--- config.mk ---
export PLATFORM = sky130hd
export DESIGN_NAME = muldiv_unit
export DESIGN_NICKNAME = d
export VERILOG_FILES = /design/src/rtl/muldiv_unit.sv
export SDC_FILE = /design/constraint.sdc
export NUM_CORES = 2
export LEC_CHECK = 0
export ABC_AREA = 1
export BUFFER_PORTS_ARGS = -buffer_cell sky130_fd_sc_hd__buf_2
export CAP_MARGIN = 20
export CORE_MARGIN = 4
export CORE_UTILIZATION = 61
export CTS_BUF_LIST = sky130_fd_sc_hd__clkbuf_8
export DETAILED_ROUTE_END_ITERATION = 6
export GPL_TIMING_DRIVEN = 0
export PLACE_DENSITY = 0.79
export SYNTH_ARGS = -nofsm -noshare
export SYNTH_HDL_FRONTEND = slang
export SYNTH_SLANG_ARGS = --single-unit
export TNS_END_PERCENT = 50
--- constraint.sdc ---
create_clock -name clk -period 9.07 [get_ports clk]
set_input_delay 1.3605 -clock clk [delete_from_list [all_inputs] [get_ports clk]]
set_output_delay 1.3605 -clock clk [all_outputs]
set_load 0.01 [all_outputs]
--- src/rtl/muldiv_unit.sv ---
// Multi-cycle multiply/divide unit for the EX stage: a multiply with a fixed latency
// and a radix-2 restoring divide, with valid/ready handshakes on both sides and flush.
module muldiv_unit #(
    parameter int WIDTH      = 32,
    parameter int MUL_STAGES = 2
) (
    input  logic             clk,
    input  logic             resetn,
    input  logic             in_valid,
    output logic             in_ready,
    input  logic [2:0]       in_op,
    input  logic [WIDTH-1:0] in_src1,
    input  logic [WIDTH-1:0] in_src2,
    input  logic             flush,
    output logic             out_valid,
    input  logic             out_ready,
    output logic [WIDTH-1:0] out_result,
    output logic             busy
);

    localparam int CNT_MAX = (WIDTH > MUL_STAGES) ? WIDTH : MUL_STAGES;
    localparam int CW      = $clog2(CNT_MAX + 1);

    localparam logic [2:0] OP_MUL   = 3'b000;
    localparam logic [2:0] OP_MULH  = 3'b001;
    localparam logic [2:0] OP_MULHU = 3'b010;
    localparam logic [2:0] OP_DIV   = 3'b100;
    localparam logic [2:0] OP_MOD   = 3'b101;
    localparam logic [2:0] OP_DIVU  = 3'b110;
    localparam logic [2:0] OP_MODU  = 3'b111;

    typedef enum logic [2:0] {
        S_IDLE = 3'd0,
        S_MUL  = 3'd1,
        S_DIV  = 3'd2,
        S_FIX  = 3'd3,
        S_DONE = 3'd4
    } state_t;

    state_t               state_q, state_d;
    logic [2:0]           op_q, op_d;
    logic [CW-1:0]        cnt_q, cnt_d;
    logic [2*WIDTH-1:0]   mul_a_q, mul_a_d;
    logic [2*WIDTH-1:0]   mul_b_q, mul_b_d;
    logic [WIDTH-1:0]     quo_q, quo_d;
    logic [WIDTH:0]       rem_q, rem_d;
    logic [WIDTH-1:0]     dvs_q, dvs_d;
    logic                 qneg_q, qneg_d;
    logic                 rneg_q, rneg_d;
    logic [WIDTH-1:0]     result_q, result_d;

    logic                 in_ready_s;
    logic                 accept_s;
    logic [2*WIDTH-1:0]   mul_prod_s;
    logic [WIDTH+1:0]     shifted_s;
    logic [WIDTH+1:0]     diff_s;
    logic                 div_signed_s;
    logic                 src1_neg_s;
    logic                 src2_neg_s;
    logic [WIDTH-1:0]     q_fix_s;
    logic [WIDTH-1:0]     r_fix_s;

    function automatic logic [WIDTH-1:0] mul_select(input logic [2:0] op,
                                                     input logic [2*WIDTH-1:0] prod);
        logic [WIDTH-1:0] res;
        case (op)
            OP_MUL:   res = prod[WIDTH-1:0];
            OP_MULH:  res = prod[2*WIDTH-1:WIDTH];
            OP_MULHU: res = prod[2*WIDTH-1:WIDTH];
            default:  res = '0;
        endcase
        return res;
    endfunction

    function automatic logic [WIDTH-1:0] div_select(input logic [2:0] op,
                                                     input logic [WIDTH-1:0] q,
                                                     input logic [WIDTH-1:0] r);
        logic [WIDTH-1:0] res;
        case (op)
            OP_DIV:  res = q;
            OP_DIVU: res = q;
            OP_MOD:  res = r;
            OP_MODU: res = r;
            default: res = '0;
        endcase
        return res;
    endfunction

    function automatic logic [WIDTH-1:0] magnitude(input logic neg,
                                                    input logic [WIDTH-1:0] v);
        logic [WIDTH-1:0] res;
        if (neg) begin
            res = -v;
        end else begin
            res = v;
        end
        return res;
    endfunction

    assign in_ready_s = ((state_q == S_IDLE) | ((state_q == S_DONE) & out_ready)) & ~flush;
    assign accept_s   = in_valid & in_ready_s;

    assign mul_prod_s   = mul_a_q * mul_b_q;
    // The remainder stays below the divisor, so the top bit of shifted_s is always clear
    // and diff_s[WIDTH+1] is a clean borrow flag.
    assign shifted_s    = {rem_q, quo_q[WIDTH-1]};
    assign diff_s       = shifted_s - {2'b00, dvs_q};
    assign div_signed_s = (in_op == OP_DIV) | (in_op == OP_MOD);
    assign src1_neg_s   = div_signed_s & in_src1[WIDTH-1];
    assign src2_neg_s   = div_signed_s & in_src2[WIDTH-1];
    assign q_fix_s      = magnitude(qneg_q, quo_q);
    assign r_fix_s      = magnitude(rneg_q, rem_q[WIDTH-1:0]);

    // Next-state and datapath update for the multiply/divide FSM.
    always_comb begin
        state_d  = state_q;
        op_d     = op_q;
        cnt_d    = cnt_q;
        mul_a_d  = mul_a_q;
        mul_b_d  = mul_b_q;
        quo_d    = quo_q;
        rem_d    = rem_q;
        dvs_d    = dvs_q;
        qneg_d   = qneg_q;
        rneg_d   = rneg_q;
        result_d = result_q;

        if (flush) begin
            state_d = S_IDLE;
        end else begin
            case (state_q)
                S_IDLE: begin
                    state_d = S_IDLE;
                end
                S_MUL: begin
                    if (cnt_q == '0) begin
                        state_d  = S_DONE;
                        result_d = mul_select(op_q, mul_prod_s);
                    end else begin
                        cnt_d = cnt_q - CW'(1);
                    end
                end
                S_DIV: begin
                    if (diff_s[WIDTH+1]) begin
                        rem_d = shifted_s[WIDTH:0];
                        quo_d = {quo_q[WIDTH-2:0], 1'b0};
                    end else begin
                        rem_d = diff_s[WIDTH:0];
                        quo_d = {quo_q[WIDTH-2:0], 1'b1};
                    end
                    cnt_d = cnt_q - CW'(1);
                    if (cnt_q == CW'(1)) begin
                        state_d = S_FIX;
                    end else begin
                        state_d = S_DIV;
                    end
                end
                S_FIX: begin
                    state_d  = S_DONE;
                    result_d = div_select(op_q, q_fix_s, r_fix_s);
                end
                S_DONE: begin
                    if (out_ready) begin
                        state_d = S_IDLE;
                    end else begin
                        state_d = S_DONE;
                    end
                end
                default: begin
                    state_d = S_IDLE;
                end
            endcase
        end

        // A new op overrides the IDLE/DONE choice above; accept_s already excludes flush.
        if (accept_s) begin
            op_d = in_op;
            case (in_op)
                OP_MUL, OP_MULH: begin
                    mul_a_d = {{WIDTH{in_src1[WIDTH-1]}}, in_src1};
                    mul_b_d = {{WIDTH{in_src2[WIDTH-1]}}, in_src2};
                    cnt_d   = CW'(MUL_STAGES - 1);
                    state_d = S_MUL;
                end
                OP_MULHU: begin
                    mul_a_d = {{WIDTH{1'b0}}, in_src1};
                    mul_b_d = {{WIDTH{1'b0}}, in_src2};
                    cnt_d   = CW'(MUL_STAGES - 1);
                    state_d = S_MUL;
                end
                OP_DIV, OP_MOD, OP_DIVU, OP_MODU: begin
                    if (in_src2 == '0) begin
                        quo_d   = '1;
                        rem_d   = {1'b0, in_src1};
                        qneg_d  = 1'b0;
                        rneg_d  = 1'b0;
                        state_d = S_FIX;
                    end else begin
                        quo_d   = magnitude(src1_neg_s, in_src1);
                        rem_d   = '0;
                        dvs_d   = magnitude(src2_neg_s, in_src2);
                        qneg_d  = src1_neg_s ^ src2_neg_s;
                        rneg_d  = src1_neg_s;
                        cnt_d   = CW'(WIDTH);
                        state_d = S_DIV;
                    end
                end
                default: begin
                    quo_d   = '0;
                    rem_d   = '0;
                    qneg_d  = 1'b0;
                    rneg_d  = 1'b0;
                    state_d = S_FIX;
                end
            endcase
        end else begin
            op_d = op_d;
        end
    end

    // State and datapath registers with synchronous active-low reset.
    always_ff @(posedge clk) begin
        if (!resetn) begin
            state_q  <= S_IDLE;
            op_q     <= 3'b000;
            cnt_q    <= '0;
            mul_a_q  <= '0;
            mul_b_q  <= '0;
            quo_q    <= '0;
            rem_q    <= '0;
            dvs_q    <= '0;
            qneg_q   <= 1'b0;
            rneg_q   <= 1'b0;
            result_q <= '0;
        end else begin
            state_q  <= state_d;
            op_q     <= op_d;
            cnt_q    <= cnt_d;
            mul_a_q  <= mul_a_d;
            mul_b_q  <= mul_b_d;
            quo_q    <= quo_d;
            rem_q    <= rem_d;
            dvs_q    <= dvs_d;
            qneg_q   <= qneg_d;
            rneg_q   <= rneg_d;
            result_q <= result_d;
        end
    end

    assign in_ready   = in_ready_s;
    assign out_valid  = (state_q == S_DONE);
    assign out_result = result_q;
    assign busy       = (state_q == S_MUL) | (state_q == S_DIV) | (state_q == S_FIX);

endmodule
Word-level counts from Yosys, hierarchy flattened --
Index checks and enable logic that the tools add are counted.
Word-level totals: register bits after elaboration 271, bits of input ports 72, output and inout port bits 35, word-level logic and storage cells 107
Cells by class: add/sub/neg operators 6, multipliers 1, equal/unequal tests 19, muxes and demuxes 40, bitwise gates (word level) 13, reductions and logical operators 17
Operator list (number):
- 32-bit 2-to-1 mux | 10
- 32-bit case mux with 2 select lines | 4
- 64-bit case mux with 2 select lines | 2
- 33-bit 2-to-1 mux | 4
- 32-bit negation | 4
- 33-bit case mux with 2 select lines | 1
- 64-bit by 64-bit multiplier with 64-bit output | 1
- 34-bit by 32-bit subtractor with 34-bit output | 1
- 32-bit logical NOT | 1
- 3-bit equality test, second input constant | 9
- 6-bit 2-to-1 mux | 4
- 6-bit case mux with 2 select lines | 2
- 3-bit by 2-bit equality test with 1-bit output, second input constant | 4
- 3-bit 2-to-1 mux | 4
- 3-bit case mux with 4 select lines | 1
- 3-bit by 1-bit equality test with 1-bit output, second input constant | 3
- 3-bit logical NOT | 3
- 2-bit OR reduction | 4
- 6-bit by 1-bit equality test with 1-bit output, second input constant | 1
- 6-bit logical NOT | 1
- 3-bit AND reduction | 2
- 6-bit by 1-bit subtractor with 6-bit output, second input constant | 1
- 1-bit AND | 5
- 1-bit 2-to-1 mux | 5
- 11 further kinds | 19

Longest topological paths before layout --
depth in word-level cells 7, depth in mapped cells 44, mapped depth without buffers 43

Least setup slack after synthesis --
Ideal clock, no wire load.
kind flip-flop to flip-flop, start reg, netlist name mul_a_q[62], end reg result_q[27], in the netlist out_result[27], setup time 0.132 ns, data arrival time 8.288 ns, required time 8.938 ns, slack 0.649 ns, cell stages (with the launch flop) 35, path buffers 2, period minus slack after synthesis 8.421 ns, cell sequence dfxtp_1 clkbuf_1 clkbuf_1 nand2_1 inv_1 fa_1 fa_1 fa_1 inv_1 fa_1 inv_1 fa_1 fa_1 fa_1 inv_1 fa_1 inv_1 fa_1 inv_1 fa_1 inv_1 ha_1 nand2_1 nor2_1 inv_1 nor2_1 inv_1 nor4_1 nand2_1 nand2_1 nand2_1 nand3_1 nand3_1 nand2_1 a21oi_1
RTL lines:
- end signal: assignment | line 246 | result_q <= result_d;
- end: declaration | line 50 | logic [WIDTH-1:0] result_q, result_d;

Worst setup path in the final report --
start reg mul_b_q[17], end reg result_q[23], in the netlist out_result[23]
Between the ends: longest elaborated chain between the ends 4
RTL lines:
- start: declaration | line 44 | logic [2*WIDTH-1:0] mul_b_q, mul_b_d;
- start signal: assignment | line 240 | mul_b_q <= mul_b_d;
- 64-bit by 64-bit multiplier with 64-bit output | line 103 | assign mul_prod_s = mul_a_q * mul_b_q;
- 32-bit case mux with 2 select lines | line 66 | case (op)
- 32-bit 2-to-1 mux | line 136 | if (cnt_q == '0) begin
- 32-bit case mux with 2 select lines | line 131 | case (state_q)
No other way between the ends. The select of a mux whose other input is x is not followed. A chain may end at the register's enable or synchronous reset.

==> reports/results.tsv <==
metric	value	unit
f_max	110	MHz
P&R area growth vs syn	6.99	%
min-delay worst type	flop to flop	
multi-input logic area	49300	um^2
CP Buf/Inv Count	8	
die area	110000	um^2
critical path's largest stage delay	660	ps
Primary FF master, synth	dfxtp_1	
die span in y	332	um
Congestion Overflow GR	0	
Post-Syn Nets	10300	
Core Area	104000	um^2
Post-route DRC	73	
H-tree depth	2	
Via-to-Cell Ratio	5.89	
Critical Path End Type	flop	
worst hold slack	467	ps
P_leak	39.8	nW
clock power share	25.1	%
CTS max path bufs	3	
share of layout cells above drive strength 1	7.64	%
max cap viols	0	
Final ANT Viol Nets	0	
period utilization	100	%
crit path kind	flop to flop	
Slew Viols, Final	0	
worst-path fanout max	10	
total iterations of the first detailed-routing run	7	
Clock Sinks	209	
Max IR drop VDD	97.1	uV
setup ws final	-5.25	ps
Relative slew margins	17.3	%
Yosys warning count	0	
synthesis-stage register bit count	209	
PD cells	56.3	nW/um^2
hold_buf cts	0	
Cells after Synth	8439	
Overall Global Routing Usage	48.4	%
Netlist cell types	57	
switch share	47.8	%
post-layout min period	9080	ps
# IOs	107	
RSZ-0062 raised after global routing	true	
final setup fails	1	
hpwl dp	229	mm
internal power	0.00201	W
Worst-path clk slew	60	ps
via count	58800	
# rows	118	
Pwr Total	0.00386	W
initial antenna violation count	15	
CTS root buffer	clkbuf_8	
routability cong.	1.14	
Crit-path slowest cell	fa_2	
Layout Skew	48.3	ps
mapped cell area	64000	um^2
DR WL/cell	27.0	um
number of flops mapped to enable cells by yosys	0	
Flop pwr share	27.5	%
clk_lat worst skew	590	ps
Critical Path RT	9510	ps
global-route wire length before repair	387	mm
status	finished, violations left	
critical path startpoint category	flop	
NetSw	0.00184	W
TritonCTS Buffers	37	
Reg area	4370	um^2
failing checks	design-rule violations, negative setup slack	
Async S/R FF share, synth	0	%
post-synthesis sequential area ratio	6.54	%
number of fill cells	8976	
largest net degree at the start of global routing	31	
Logic pwr share	47.4	%
CP top delay family	adder cells	
Synth Area per Inst	7.59	um^2
Worst Max-Slew Pin Slew	1240	ps
most frequent cell on the critical path	fa_1	
First DRT Iteration DRCs	8063	
Crit path arrival time	9510	ps
vias in the first global route	59100	
Final Hold Viols	0	
Nets	10400	
Initial Util	61.7	%
port bufs	106	
CTS tree	built	
final WL	270	mm
Die X	332	um
registers in the layout, indices dropped and copies added (netlist names):
register    count
quo_q          32
dvs_q          32
rem_q          33
mul_b_q        33
state_q         3
out_result     32
mul_a_q        33
rneg_q          1
qneg_q          1
cnt_q           6
op_q            3
metal layers:
layer	vias to the layer above	GRT usage, %	wire, um	part of all wire [%]
li1	24500	-	-	-
met1	28500	61.7	95000	35
met2	4656	65.7	105000	39
met3	1066	24.8	48000	18
met4	20	28.1	21100	7.8
met5	-	1.61	359	0.13
cell usage after synthesis, types with 10 or more instances:
cell type	n	area share, %
buf_2	10	0.078
a21oi_1	355	2.8
nor2_1	383	2.2
inv_1	2503	15
nand3_1	211	1.6
nor4_1	18	0.18
xor2_1	61	0.83
o2111ai_1	12	0.16
a21o_1	11	0.13
nor3_1	55	0.43
a31oi_1	18	0.18
dfxtp_1	209	6.5
nand4_1	26	0.25
ha_1	337	6.6
nand2_1	1838	11
o211ai_1	15	0.18
o21ai_1	13	0.10
clkbuf_1	344	2.0
xnor2_1	40	0.55
buf_1	10	0.059
fa_1	1434	45
o21bai_1	20	0.23
o31ai_1	11	0.13
or2_2	18	0.18
o21ai_0	397	3.1
layout make-up:
type | instances | area share, %
diodes | 12 | 0.0438
flip-flops and latches | 209 | 6.38
multi-input cells | 5347 | 72.0
plain buffers | 305 | 2.77
inverters | 2513 | 13.8
clock buffers | 45 | 0.904
clock inverters | 20 | 0.228
repair buffers | 144 | 1.34
well taps | 1380 | 2.52
worst min-delay path, delay by kind of cell, from the launching register on:
| family | cells | cell delay [ps] |
|---|---|---|
| compound gates | 1 | 60 |
| simple gates | 1 | 60 |
| flops | 1 | 300 |
cells by family (layout without fill, tap and decap cells):
family                     Yosys count  count (layout)  share of synthesized area, %
DFF                                209             209                          6.54
adders and majority gates         1771            1771                          51.4
AOI/OAI and AO/OA                  886             886                          7.40
and+or+nand+nor                   2589            2589                          16.3
xor gates and xnor gates           101             101                          1.38
other                                0              12                             0
buffers and inverters             2883            3027                          17.0
placed cells by master (no fill, tap or decap), types with 129 or more instances in the layout:
master / netlist / routed
inv_1: 2503 / 2491
nand2_1: 1838 / 1817
fa_1: 1434 / 1383
o21ai_0: 397 / 390
nor2_1: 383 / 375
a21oi_1: 355 / 351
ha_1: 337 / 324
nand3_1: 211 / 210
dfxtp_1: 209 / 144
buf_2: 10 / 129
repair_timing:
| item | in CTS | in global routing |
|---|---|---|
| pin swaps | 3 | 18 |
| buffers inserted | 3 | 25 |
| gates resized for setup | 281 | 518 |
| endpoints found under the setup margin | 32 | 32 |
| hold endpoints to repair | 0 | 0 |
through the flow:
step                      util [%]  TNS (ps)  instances  setup slack [ps]  cell area [um^2]
after global placement        63.9    -33570       9925             -1610             66300
after detailed placement      64.0    -35290       9935             -1890             66400
after global routing          66.0      -817       9967              -207             68500
after CTS                     65.0     -3.46       9943             -3.18             67500
after floorplan                  -         0       8439               649             64000
final                         66.0     -5.25       9975             -5.25             68500
power by group through the flow:
stage	Sequential, W	Clock, W	Combinational, W
after global placement	0.00100	0	0.00171
final	0.00106	0.000968	0.00183
after CTS	0.00105	0.000954	0.00170
after floorplan	0.000994	0	0.00103
after detailed placement	0.00100	0	0.00174
after global routing	0.00105	0.00100	0.00193
path summary, 6_finish.rpt:
check | startpoint | end | slack [ps] | cells past startpoint
setup / recovery | mul_b_q[17]$_SDFFE_PN0P_ | out_result[23]$_SDFFE_PN0P_ | -5 | 31
hold / removal | out_result[21]$_SDFFE_PN0P_ | out_result[21]$_SDFFE_PN0P_ | 470 | 2
setup reg to reg | mul_b_q[17]$_SDFFE_PN0P_ | out_result[23]$_SDFFE_PN0P_ | -5 | 31
hold reg to reg | out_result[21]$_SDFFE_PN0P_ | out_result[21]$_SDFFE_PN0P_ | 470 | 2
Power figures use the tool's default switching activity.
